**config.mk**
```make
export PLATFORM = sky130hd
export DESIGN_NAME = dot_score_tracker
export DESIGN_NICKNAME = d
export VERILOG_FILES = /design/src/rtl/dot_score_tracker.sv
export SDC_FILE = /design/constraint.sdc
export NUM_CORES = 1
export LEC_CHECK = 0
export ABC_AREA = 1
export BUFFER_PORTS_ARGS = -buffer_cell sky130_fd_sc_hd__buf_2
export CAP_MARGIN = 5
export CORE_UTILIZATION = 55
export CTS_CLUSTER_DIAMETER = 100
export CTS_CLUSTER_SIZE = 16
export DETAILED_ROUTE_END_ITERATION = 7
export PLACE_DENSITY = 0.83
export SYNTH_ARGS = -nofsm -noshare
export SYNTH_HDL_FRONTEND = slang
export SYNTH_SLANG_ARGS = --single-unit
export TNS_END_PERCENT = 20
```
**constraint.sdc**
```tcl
create_clock -name Clk -period 10.6 [get_ports Clk]
set_clock_uncertainty 0.1 [all_clocks]
set_input_delay 2.12 -clock Clk [delete_from_list [all_inputs] [get_ports Clk]]
set_output_delay 2.12 -clock Clk [all_outputs]
set_load 0.02 [all_outputs]
```
**src/rtl/dot_score_tracker.sv**
```systemverilog
// dot_score_tracker
// Watches the dot tracker's eaten bitmap, credits each newly eaten dot to a
// saturating packed-BCD score (one dot per cycle, lowest bit first), reports
// how many dots remain, and runs the level-clear handshake with the game
// controller before re-arming for the next level.
//
// Ports:
//   Clk            in   system clock, rising edge
//   Reset          in   asynchronous active-low reset
//   eaten_vec      in   [NUM_DOTS-1:0] eaten bitmap (bit i = dot i eaten)
//   game_clear     in   synchronous pulse: zero score and pending queue
//   level_ack      in   controller acknowledge of level_clear
//   score_bcd      out  [4*SCORE_DIGITS-1:0] score, digit 0 in [3:0]
//   dots_remaining out  [5:0] NUM_DOTS - popcount(eaten_vec), registered
//   dot_event      out  one-cycle pulse per credited dot
//   level_clear    out  high while the level-complete handshake is pending
module dot_score_tracker #(
  parameter int NUM_DOTS     = 32,
  parameter int DOT_POINTS   = 10,
  parameter int SCORE_DIGITS = 5
) (
  input  logic                      Clk,
  input  logic                      Reset,
  input  logic [NUM_DOTS-1:0]       eaten_vec,
  input  logic                      game_clear,
  input  logic                      level_ack,
  output logic [4*SCORE_DIGITS-1:0] score_bcd,
  output logic [5:0]                dots_remaining,
  output logic                      dot_event,
  output logic                      level_clear
);

  localparam int SW = 4 * SCORE_DIGITS;
  localparam logic [3:0] UNITS = 4'(DOT_POINTS % 10);
  localparam logic [3:0] TENS  = 4'(DOT_POINTS / 10);

  typedef enum logic [1:0] {
    PLAY  = 2'd0,
    CLEAR = 2'd1,
    ARMED = 2'd2
  } state_t;

  state_t              state_q, state_d;
  logic [NUM_DOTS-1:0] prev_q;
  logic [NUM_DOTS-1:0] pending_q, pending_d;
  logic [SW-1:0]       score_q, score_d;
  logic [5:0]          remain_q, remain_d;
  logic                dot_event_q, dot_event_d;
  logic                level_clear_q, level_clear_d;

  logic [NUM_DOTS-1:0] rise;
  logic [NUM_DOTS-1:0] svc;
  logic [SW-1:0]       score_add;
  logic [SW-1:0]       score_sum;
  logic                overflow;

  function automatic logic [5:0] popcount(input logic [NUM_DOTS-1:0] v);
    logic [5:0] c;
    c = '0;
    for (int i = 0; i < NUM_DOTS; i++) begin
      c = c + 6'(v[i]);
    end
    return c;
  endfunction

  assign rise = eaten_vec & ~prev_q;
  // Two's-complement trick isolates the lowest set bit of the queue.
  assign svc  = pending_q & ((~pending_q) + NUM_DOTS'(1));

  // Digit-serial BCD add of DOT_POINTS; a carry out of the top digit
  // means the true result would not fit, so the score pins at all nines.
  always_comb begin
    logic       carry;
    logic [4:0] dsum;
    logic [3:0] addend;
    score_add = '0;
    carry     = 1'b0;
    dsum      = '0;
    addend    = '0;
    for (int i = 0; i < SCORE_DIGITS; i++) begin
      addend = (i == 0) ? UNITS : ((i == 1) ? TENS : 4'd0);
      dsum   = 5'(score_q[4*i +: 4]) + 5'(addend) + 5'(carry);
      if (dsum > 5'd9) begin
        score_add[4*i +: 4] = 4'(dsum - 5'd10);
        carry               = 1'b1;
      end else begin
        score_add[4*i +: 4] = dsum[3:0];
        carry               = 1'b0;
      end
    end
    // With a single digit the tens part of DOT_POINTS has nowhere to go.
    overflow  = carry || ((SCORE_DIGITS == 1) && (TENS != 4'd0));
    score_sum = overflow ? {SCORE_DIGITS{4'h9}} : score_add;
  end

  always_comb begin
    state_d     = state_q;
    pending_d   = pending_q;
    score_d     = score_q;
    dot_event_d = 1'b0;
    remain_d    = 6'(NUM_DOTS) - popcount(eaten_vec);

    if (game_clear) begin
      score_d   = '0;
      pending_d = '0;
      state_d   = PLAY;
    end else begin
      unique case (state_q)
        PLAY: begin
          pending_d = (pending_q & ~svc) | rise;
          if (|pending_q) begin
            score_d     = score_sum;
            dot_event_d = 1'b1;
          end
          // Level is complete only once every dot is eaten and fully credited.
          if ((&prev_q) && (pending_q == '0) && (rise == '0)) begin
            state_d = CLEAR;
          end
        end
        CLEAR: begin
          pending_d = '0;
          if (level_ack) begin
            state_d = ARMED;
          end
        end
        ARMED: begin
          pending_d = '0;
          // Tracker re-arms by clearing its bitmap for the new level.
          if (eaten_vec == '0) begin
            state_d = PLAY;
          end
        end
        default: begin
          state_d   = PLAY;
          pending_d = '0;
        end
      endcase
    end

    level_clear_d = (state_d == CLEAR);
  end

  always_ff @(posedge Clk or negedge Reset) begin
    if (!Reset) begin
      state_q       <= PLAY;
      prev_q        <= '0;
      pending_q     <= '0;
      score_q       <= '0;
      remain_q      <= 6'(NUM_DOTS);
      dot_event_q   <= 1'b0;
      level_clear_q <= 1'b0;
    end else begin
      state_q       <= state_d;
      prev_q        <= eaten_vec;
      pending_q     <= pending_d;
      score_q       <= score_d;
      remain_q      <= remain_d;
      dot_event_q   <= dot_event_d;
      level_clear_q <= level_clear_d;
    end
  end

  assign score_bcd      = score_q;
  assign dots_remaining = remain_q;
  assign dot_event      = dot_event_q;
  assign level_clear    = level_clear_q;

endmodule
```
==> flow_summary.json, run 1 <==
{
  "synthMuxAreaShare_pct": 0,
  "cts.sink_count": 94,
  "yosys_warnings": 0,
  "synth_area_sq_mm": 0.005645,
  "ios": 64,
  "cp_data_required_time_ps": 10760,
  "antenna_cells": 0,
  "post-route-min-period_ps": 6827,
  "relSlewSlack_pct": 30.99,
  "synth_top_cell_area_share_pct": 41.22,
  "crit_type": "input pin to register",
  "crit_path_end_kind": "register",
  "n_fill_cell": 793,
  "rsz0062_at_grt": "false",
  "synth_edf_count": 0,
  "die_y_microns": 103.3,
  "drc": 0,
  "grt_max_degree": 52,
  "syn-num-nets": 765,
  "track_usage_pct": 26.89,
  "clockRootBuffer": "clkbuf_8",
  "setup_tns_ps": 0,
  "clk_latency_ps": 380,
  "synth_top_flop_cell": "dfrtp_1",
  "p_per_area_mw_per_mm2": 205.2,
  "synthSimpleGateAreaFrac_pct": 23.78,
  "ir_worst_vdd_v": 0.0003589,
  "start_kind": "input pin",
  "yosys.area.top_type": "dfrtp_1",
  "cp_max_fo": 3,
  "synthXorXnorAreaFrac_pct": 1.241,
  "htree_num_levels": 3,
  "numCtsBuffers": 9,
  "cts_tree": "built",
  "start_util_pct": 57.23,
  "yosysMostFrequentCell": "nand2_1",
  "async_flop_share_pct": 100.0,
  "post-cts-setup-buffers": 0,
  "synth_top_family_by_area": "simple AND/OR/NAND/NOR gates",
  "core_area_sq_mm": 0.009864,
  "synthCells": 658,
  "multi_input_area_sq_mm": 0.002803,
  "grt_pass1_vias": 4652,
  "drt-initial-drc-count": 417,
  "synth_commonest_cells": "nand2_1, inv_1, dfrtp_1, nor2_1, ha_1",
  "status": "finished, final reports clean",
  "synth-adder-area-share_pct": 18.93,
  "post_cts_resized": 0,
  "final_antenna_net_count": 0,
  "power.leakage_nw": 3.491,
  "rows": 36,
  "dr.pass1.iters": 5,
  "pre_cts_ws_ps": 3395,
  "finalCritPeriodShare_pct": 64.40,
  "grt-ovfl-total": 0,
  "stdcell_count": 865,
  "cts_hold_buf": 0,
  "synth_seq_cells": 94,
  "max-cap-violations": 0,
  "cts.clk_slew.worst_paths_ps": 100,
  "routed_via_density": 5.292,
  "ys_types": 32,
  "die_area_sq_mm": 0.01067,
  "clock_tree.buffer_depth": 2,
  "gp_congestion": 0.8695,
  "nets": 834,
  "yosysSeqAreaShare_pct": 41.69,
  "arrival_ps": 6990,
  "layout-drive-gt1-share_pct": 15.98,
  "placed_cells": 849,
  "finalSetupViolations": 0,
  "grt_antenna_before_repair": 0,
  "fmax_ghz": 0.1465,
  "drt-total-wl_mm": 12.80,
  "synth_compound_area_share_pct": 5.696,
  "worstMarginPinSlew_ps": 1034,
  "routedWlPerCell_microns": 14.80,
  "finalHoldViolations": 0,
  "die_w_microns": 103.3,
  "grt_pass1_wl_mm": 21.43,
  "drv_slew": 0,
  "fin_ws_ps": 3773,
  "avgSynthCellArea_sq_um": 8.580,
  "hpwlAfterDp_mm": 9.992,
  "vias": 4578,
  "holdCritPathClass": "register to register",
  "ff_latch_area_sq_mm": 0.002354,
  "synth_area_leaders": "dfrtp_1, ha_1, nand2_1",
  "areaGrowthSynthToFinish_pct": 11.37,
  "port_buffers": 63
}
==> through the flow <==
step	total power, mW	utilization (%)	instance area [sq um]	hold slack, ps
2_1_floorplan	0.8989	-	5645	382.4
3_3_place_gp	1.024	61.82	6098	388.2
3_5_place_dp	1.063	61.82	6098	393.4
4_1_cts	1.304	63.74	6287	417.4
5_1_grt	1.421	63.74	6287	446.0
6_report	1.290	63.74	6287	412.1
==> layout make-up <==
type                            instances  share of cell area (%)
Tap cell                              133                   2.647
Inverter                              120                   7.164
Sequential cell                        94                   37.43
Timing Repair Buffer                   64                   5.174
Multi-Input combinational cell        438                   44.58
Clock inverter                          6                  0.9751
Clock buffer                           10                   2.030
==> power breakdown <==
part / switching, mW / leakage, nW / total, mW / internal [mW]
clock network: 0.131 / 0.0964 / 0.239 / 0.109
registers: 0.0238 / 1.19 / 0.433 / 0.409
logic: 0.369 / 2.20 / 0.618 / 0.248
==> cell families after synthesis <==
logic type,after synthesis
DFF,94
xor gates and xnor gates,8
adders and majority gates,71
and+or+nand+nor,297
buffers and inverters,126
AOI/OAI and AO/OA,62
==> registers in the layout, summed over array words and instances (netlist names) <==
| name | flops |
|---|---|
| state_q | 2 |
| prev_q | 32 |
| score_bcd | 20 |
| dots_remaining | 6 |
| dot_event | 1 |
| level_clear | 1 |
| pending_q | 32 |
==> metal layers <==
metal	global-route usage (%)	wire length (microns)	vias to the layer above
li1	-	-	2188
met1	33.23	5397	2193
met2	46.05	6414	153
met3	5.309	557	44
met4	11.92	431	0
met5	0	0	-
==> worst max-delay path, stage by stage <==
cell,delay [ps]
buf_2,110
inv_1,140
fa_1,450
ha_1,200
inv_1,90
fa_1,470
fa_1,430
inv_1,80
fa_1,440
fa_1,520
fa_1,540
inv_1,50
fa_1,530
inv_1,40
ha_1,220
fa_1,380
xor2_1,170
==> final timing paths <==
kind                       slack [ps]    startpoint           endpoint  depth (start not counted)
max in group asynchronous        7710         Reset      score_bcd[12]                          2
min                               410  score_bcd[4]       score_bcd[4]                          2
min in group asynchronous        1630         Reset          prev_q[6]                          1
max reg2reg                      4790  score_bcd[2]       score_bcd[2]                         30
max                              3770  eaten_vec[2]  dots_remaining[4]                         17
min reg2reg                       410  score_bcd[4]       score_bcd[4]                          2
==> placed cells by master, fill, tap and decap left out, types with 2 or more instances in the layout <==
| cell | count |
|---|---|
| nand2_1 | 130 |
| inv_1 | 119 |
| dfrtp_1 | 93 |
| nor2_1 | 71 |
| buf_2 | 62 |
| ha_1 | 47 |
| a21oi_1 | 35 |
| nand3_1 | 33 |
| fa_1 | 24 |
| o21ai_0 | 22 |
| nand4_1 | 17 |
| or2_2 | 13 |
| nand2_2 | 12 |
| clkbuf_8 | 9 |
| nor3_1 | 8 |
| xnor2_1 | 5 |
| nor2_2 | 5 |
| xor2_1 | 3 |
| nand2_4 | 3 |
| clkinv_2 | 3 |
| nor2_4 | 2 |
| buf_4 | 2 |
(Power assumes the default switching activity.)
==> run 2: changes to the inputs <==
Settings changed: ABC_AREA 1 to 0, CORE_UTILIZATION 55 to 54, PLACE_DENSITY 0.83 to 0.84.
Clock period 10.6 ns to 5.6 ns, I/O delays scaled along.
==> run 2 against run 1 <==
  * Count of clock-buffer cells in the layout is 1 higher
  * Die area is 3.7% higher
  * Clock power is 95% higher
  * Non-clock buffer count is 44 higher
  * Sequential share of layout area is 2.7 points lower
  * Hold slack worse by 33 ps
  * Combinational power is 110% higher
  * Synthesized cell count is 13% lower
  * Worst setup slack worse by 3700 ps
  * Power is 98% higher
  * Cell count is 5.9% lower
==> flow_summary.json, run 2 <==
{
  "status": "finished, final reports clean",
  "final_antenna_net_count": 0,
  "finalHoldViolations": 0,
  "track_usage_pct": 27.13,
  "grt_max_degree": 52,
  "numCtsBuffers": 9,
  "synth_top_flop_cell": "dfrtp_1",
  "finalSetupViolations": 0,
  "async_flop_share_pct": 100.0,
  "fmax_ghz": 0.1818,
  "crit_path_frequent_cell": "fa_1",
  "multi_input_area_sq_mm": 0.003055,
  "cp_data_required_time_ps": 5760,
  "final_cell_mix": "dfrtp_1, inv_1, buf_2",
  "clk_latency_ps": 370,
  "yosys.area.top_type": "dfrtp_1",
  "gp_congestion": 0.8742,
  "grt_pass1_wl_mm": 23.28,
  "areaGrowthSynthToFinish_pct": 18.03,
  "synth_commonest_cells": "inv_1, dfrtp_1, ha_1, nor2_1, a21oi_1",
  "antenna_cells": 0,
  "finalCritPeriodShare_pct": 98.20,
  "synth_top_cell_area_share_pct": 40.46,
  "synth_area_leaders": "dfrtp_1, ha_1, fa_1",
  "start_util_pct": 55.71,
  "stdcell_count": 814,
  "ff_latch_area_sq_mm": 0.002355,
  "port_buffers": 63,
  "rsz0062_at_grt": "true",
  "relSlewSlack_pct": 45.83,
  "post-route-min-period_ps": 5499,
  "die_y_microns": 105.2,
  "cts.sink_count": 94,
  "cts.clk_slew.worst_paths_ps": 100,
  "rows": 37,
  "die_area_sq_mm": 0.01107,
  "drt-initial-drc-count": 343,
  "crit_buf_inv": 6,
  "synthCells": 572,
  "hpwlAfterDp_mm": 10.45,
  "crit_type": "input pin to register",
  "clock_tree.buffer_depth": 2,
  "grt-ovfl-total": 0,
  "die_w_microns": 105.2,
  "start_kind": "input pin",
  "yosysMostFrequentCell": "inv_1",
  "vias": 4707,
  "drc": 0,
  "grt_antenna_before_repair": 0,
  "fin_util_pct": 65.76,
  "htree_num_levels": 3,
  "layout_commonest_cell": "dfrtp_1",
  "syn-num-nets": 679,
  "holdCritPathClass": "register to register",
  "arrival_ps": 5660,
  "slowest_stage": "fa_1",
  "core_area_sq_mm": 0.01032,
  "routed_via_density": 5.783,
  "pre_cts_ws_ps": -255.1,
  "crit_path_end_kind": "register",
  "drv_slew": 0,
  "cts_hold_buf": 0,
  "n_fill_cell": 781,
  "p_total_mw": 2.551,
  "placed_cells": 794,
  "p_per_area_mw_per_mm2": 375.7,
  "yosysSeqAreaShare_pct": 40.92,
  "synth_edf_count": 0,
  "fin_ws_ps": 100.8,
  "cp_max_fo": 2,
  "synth_area_sq_mm": 0.005752,
  "layout-drive-gt1-share_pct": 25.07,
  "max-cap-violations": 0,
  "yosys_warnings": 0,
  "routedWlPerCell_microns": 17.33,
  "power.leakage_nw": 3.304,
  "crit_family": "adder cells",
  "cts_tree": "built",
  "ir_worst_vdd_v": 0.001017,
  "ios": 64,
  "dr.pass1.iters": 6,
  "grt_pass1_vias": 4744,
  "drt-total-wl_mm": 14.11,
  "clockRootBuffer": "clkbuf_8",
  "nets": 781,
  "ys_types": 67,
  "crit_chain": "buf_2, inv_1, fa_1, ha_2, inv_1, fa_1, fa_2, fa_2, inv_2, fa_1, fa_1, inv_1, fa_1, inv_2, ha_4, fa_2, xor2_1",
  "synth_seq_cells": 94,
  "crit_path_max_incr_delay_ps": 570,
  "worstMarginPinSlew_ps": 812.4,
  "avgSynthCellArea_sq_um": 10.06
}
[run 2: cells by family (layout without fill, tap and decap cells)]
family	count (synthesis)	count (layout)	synth area share, %
compound gates	103	103	12.55
xor+xnor	7	7	1.066
fa+ha+maj	71	71	18.58
buf+inv	112	218	7.592
flops	94	94	40.92
mux	15	15	2.676
simple gates	170	170	16.62
[run 2: metrics by stage]
stage / hold WS [ps] / TNS [ps] / instance area [sq um]
after floorplan: 330.8 / 0 / 5779
after global placement: 352.6 / -387.5 / 6487
after detailed placement: 363.8 / -2133 / 6487
after CTS: 367.1 / 0 / 6696
after global routing: 396.9 / -96.92 / 6789
final: 379.1 / 0 / 6789
[run 2: final timing paths]
path                               from                 to  slack, ps  cells past startpoint
max                        eaten_vec[1]  dots_remaining[4]        100                     17
min                           prev_q[0]       pending_q[0]        380                      1
max reg2reg                score_bcd[2]       score_bcd[8]        240                     23
min reg2reg                   prev_q[0]       pending_q[0]        380                      1
max in group asynchronous         Reset      pending_q[26]       3710                      2
min in group asynchronous         Reset       pending_q[4]        630                      1
[run 2: layer usage]
metal  global-route usage [%]  wire length, microns
met1                    34.23                  5829
met2                    45.49                  6867
met3                    5.303                   850
met4                    11.47                   562
met5                        0                     0
[run 2: what timing repair did]
item	CTS	global route
pin swaps	0	4
setup endpoints to repair	19	21
setup buffers	0	5
resized for setup	5	19
[run 2: power by group]
group | internal (mW) | switching, mW
Combinational | 0.594 | 0.704
Sequential | 0.760 | 0.0288
Clock | 0.220 | 0.245
Total | 1.57 | 0.977
[run 2: cell type report]
type | count | area share [%]
clock inverters | 4 | 0.8109
flip-flops and latches | 94 | 34.68
well taps | 136 | 2.506
multi-input cells | 366 | 45.01
repair buffers | 108 | 9.657
clock buffers | 11 | 2.083
inverters | 95 | 5.252
==> run 3: changes to the inputs <==
Settings changed: RECOVER_POWER set to 50.
==> run 3 against run 2 <==
  * The flow now finishes with violations (max-capacitance violations, max-slew violations)
  * Design area fell by 0.94%
  * Largest power group unchanged
  * Critical path depth did not move
  * Clock power barely moved
  * Sequential cell count did not move
==> flow_summary.json, run 3 (synthesis gave the netlist of run 2 again) <==
{
  "status": "complete, but fails checks",
  "violations": "max-capacitance violations, max-slew violations",
  "max-cap-violations": 2,
  "grt-ovfl-total": 0,
  "cts.clk_slew.worst_paths_ps": 100,
  "core_area_sq_mm": 0.01032,
  "cts.sink_count": 94,
  "arrival_ps": 5660,
  "rows": 37,
  "cp_data_required_time_ps": 5760,
  "clock_tree.buffer_depth": 2,
  "cp_max_fo": 2,
  "reg2reg_to": "score_bcd[8]",
  "hold_ws_ps": 379.3,
  "finalSetupViolations": 0,
  "p_per_area_mw_per_mm2": 378.0,
  "drt-total-wl_mm": 14.14,
  "grt_pass1_vias": 4744,
  "ff_latch_area_sq_mm": 0.002355,
  "r2r_start": "score_bcd[2]",
  "rrSetupSlack_ps": 210,
  "drt-initial-drc-count": 331,
  "holdPathStages": 1,
  "dr.pass1.iters": 6,
  "grt_max_degree": 52,
  "final_cell_mix": "dfrtp_1, inv_1, buf_2",
  "hpwlAfterDp_mm": 10.45,
  "clk_latency_ps": 370,
  "cts_tree": "built",
  "areaGrowthSynthToFinish_pct": 16.92,
  "layout-drive-gt1-share_pct": 21.39,
  "ff2ff_path_depth": 23,
  "start_util_pct": 55.71,
  "drc": 0,
  "power.leakage_nw": 3.222,
  "holdCritStartpoint": "prev_q[0]",
  "track_usage_pct": 27.13,
  "rsz0062_at_grt": "true",
  "finalCritPeriodShare_pct": 98.26,
  "vias": 4729,
  "drv_slew": 80,
  "multi_input_area_sq_mm": 0.003055,
  "crit_type": "input pin to register",
  "holdCritPathClass": "register to register",
  "htree_num_levels": 3,
  "die_area_sq_mm": 0.01107,
  "fin_util_pct": 65.14,
  "layout_commonest_cell": "dfrtp_1",
  "routed_via_density": 5.810,
  "final_antenna_net_count": 0,
  "finalHoldViolations": 0,
  "clockRootBuffer": "clkbuf_8",
  "nets": 781,
  "post-route-min-period_ps": 5502,
  "start_kind": "input pin",
  "grt_antenna_before_repair": 0,
  "crit_path_end_kind": "register",
  "die_w_microns": 105.2,
  "ir_worst_vdd_v": 0.001016,
  "antenna_cells": 0,
  "relSlewSlack_pct": -53.66,
  "die_y_microns": 105.2,
  "worstMarginPinSlew_ps": 2305,
  "n_fill_cell": 804,
  "routedWlPerCell_microns": 17.37,
  "grt_pass1_wl_mm": 23.28,
  "numCtsBuffers": 9,
  "gp_congestion": 0.8742,
  "port_buffers": 63,
  "fmax_ghz": 0.1817,
  "hold_end": "pending_q[0]",
  "ios": 64
}
-- run 3: cell type report --
class | instances | area share [%]
inverter | 95 | 5.302
sequential | 94 | 35.01
multi-input combinational | 366 | 45.43
clock buffer | 11 | 2.102
clock inverter | 4 | 0.8186
tap | 136 | 2.530
timing repair buffer | 108 | 8.800
-- run 3: timing repair --
action | CTS | global route
setup endpoints to repair | 19 | 21
pin swaps | 0 | 4
cloned | 0 | 0
gates resized for setup | 5 | 19
setup buffers | 0 | 5
hold buffers | 0 | 0
-- run 3: worst max path at each step --
stage	slack, ps	endpoint	from
finish	100	dots_remaining[4]	eaten_vec[1]
global placement	-160	dots_remaining[3]	eaten_vec[6]
global route	-70	score_bcd[8]	score_bcd[2]
detailed placement	-260	dots_remaining[3]	eaten_vec[2]
CTS	20	score_bcd[8]	score_bcd[2]
floorplan	50	dots_remaining[3]	eaten_vec[2]
-- run 3: through the flow --
step	total power, mW	setup slack [ps]	area, sq um	TNS [ps]	cells
2_1_floorplan	1.586	45.67	5779	0	572
3_5_place_dp	1.978	-255.1	6487	-2133	794
3_3_place_gp	1.881	-158.9	6487	-387.5	794
4_1_cts	2.448	17.00	6696	0	809
6_report	2.542	97.71	6725	0	814
5_1_grt	2.789	-65.32	6725	-130.1	814
-- run 3: worst max-delay path: stages --
cell	delay (ps)
buf_2	90
inv_1	60
fa_1	570
ha_2	180
inv_1	60
fa_1	560
fa_2	450
fa_2	360
inv_2	80
fa_1	400
fa_1	500
inv_1	60
fa_1	490
inv_2	50
ha_4	160
fa_2	350
xor2_1	140
-- run 3: report_power, final --
part,internal [mW],leakage (nW),switching (mW)
Sequential,0.760,1.19,0.0289
Clock,0.220,0.0964,0.245
Combinational,0.587,1.93,0.702
Total,1.57,3.22,0.975
-- run 3: metal layers --
layer,wire length (microns),vias up,GRT usage [%],part of all wire [%]
met3,673,50,5.303,4.8
met1,5989,2327,34.23,42
li1,-,2172,-,-
met4,532,0,11.47,3.8
met5,0,-,0,0
met2,6941,180,45.49,49
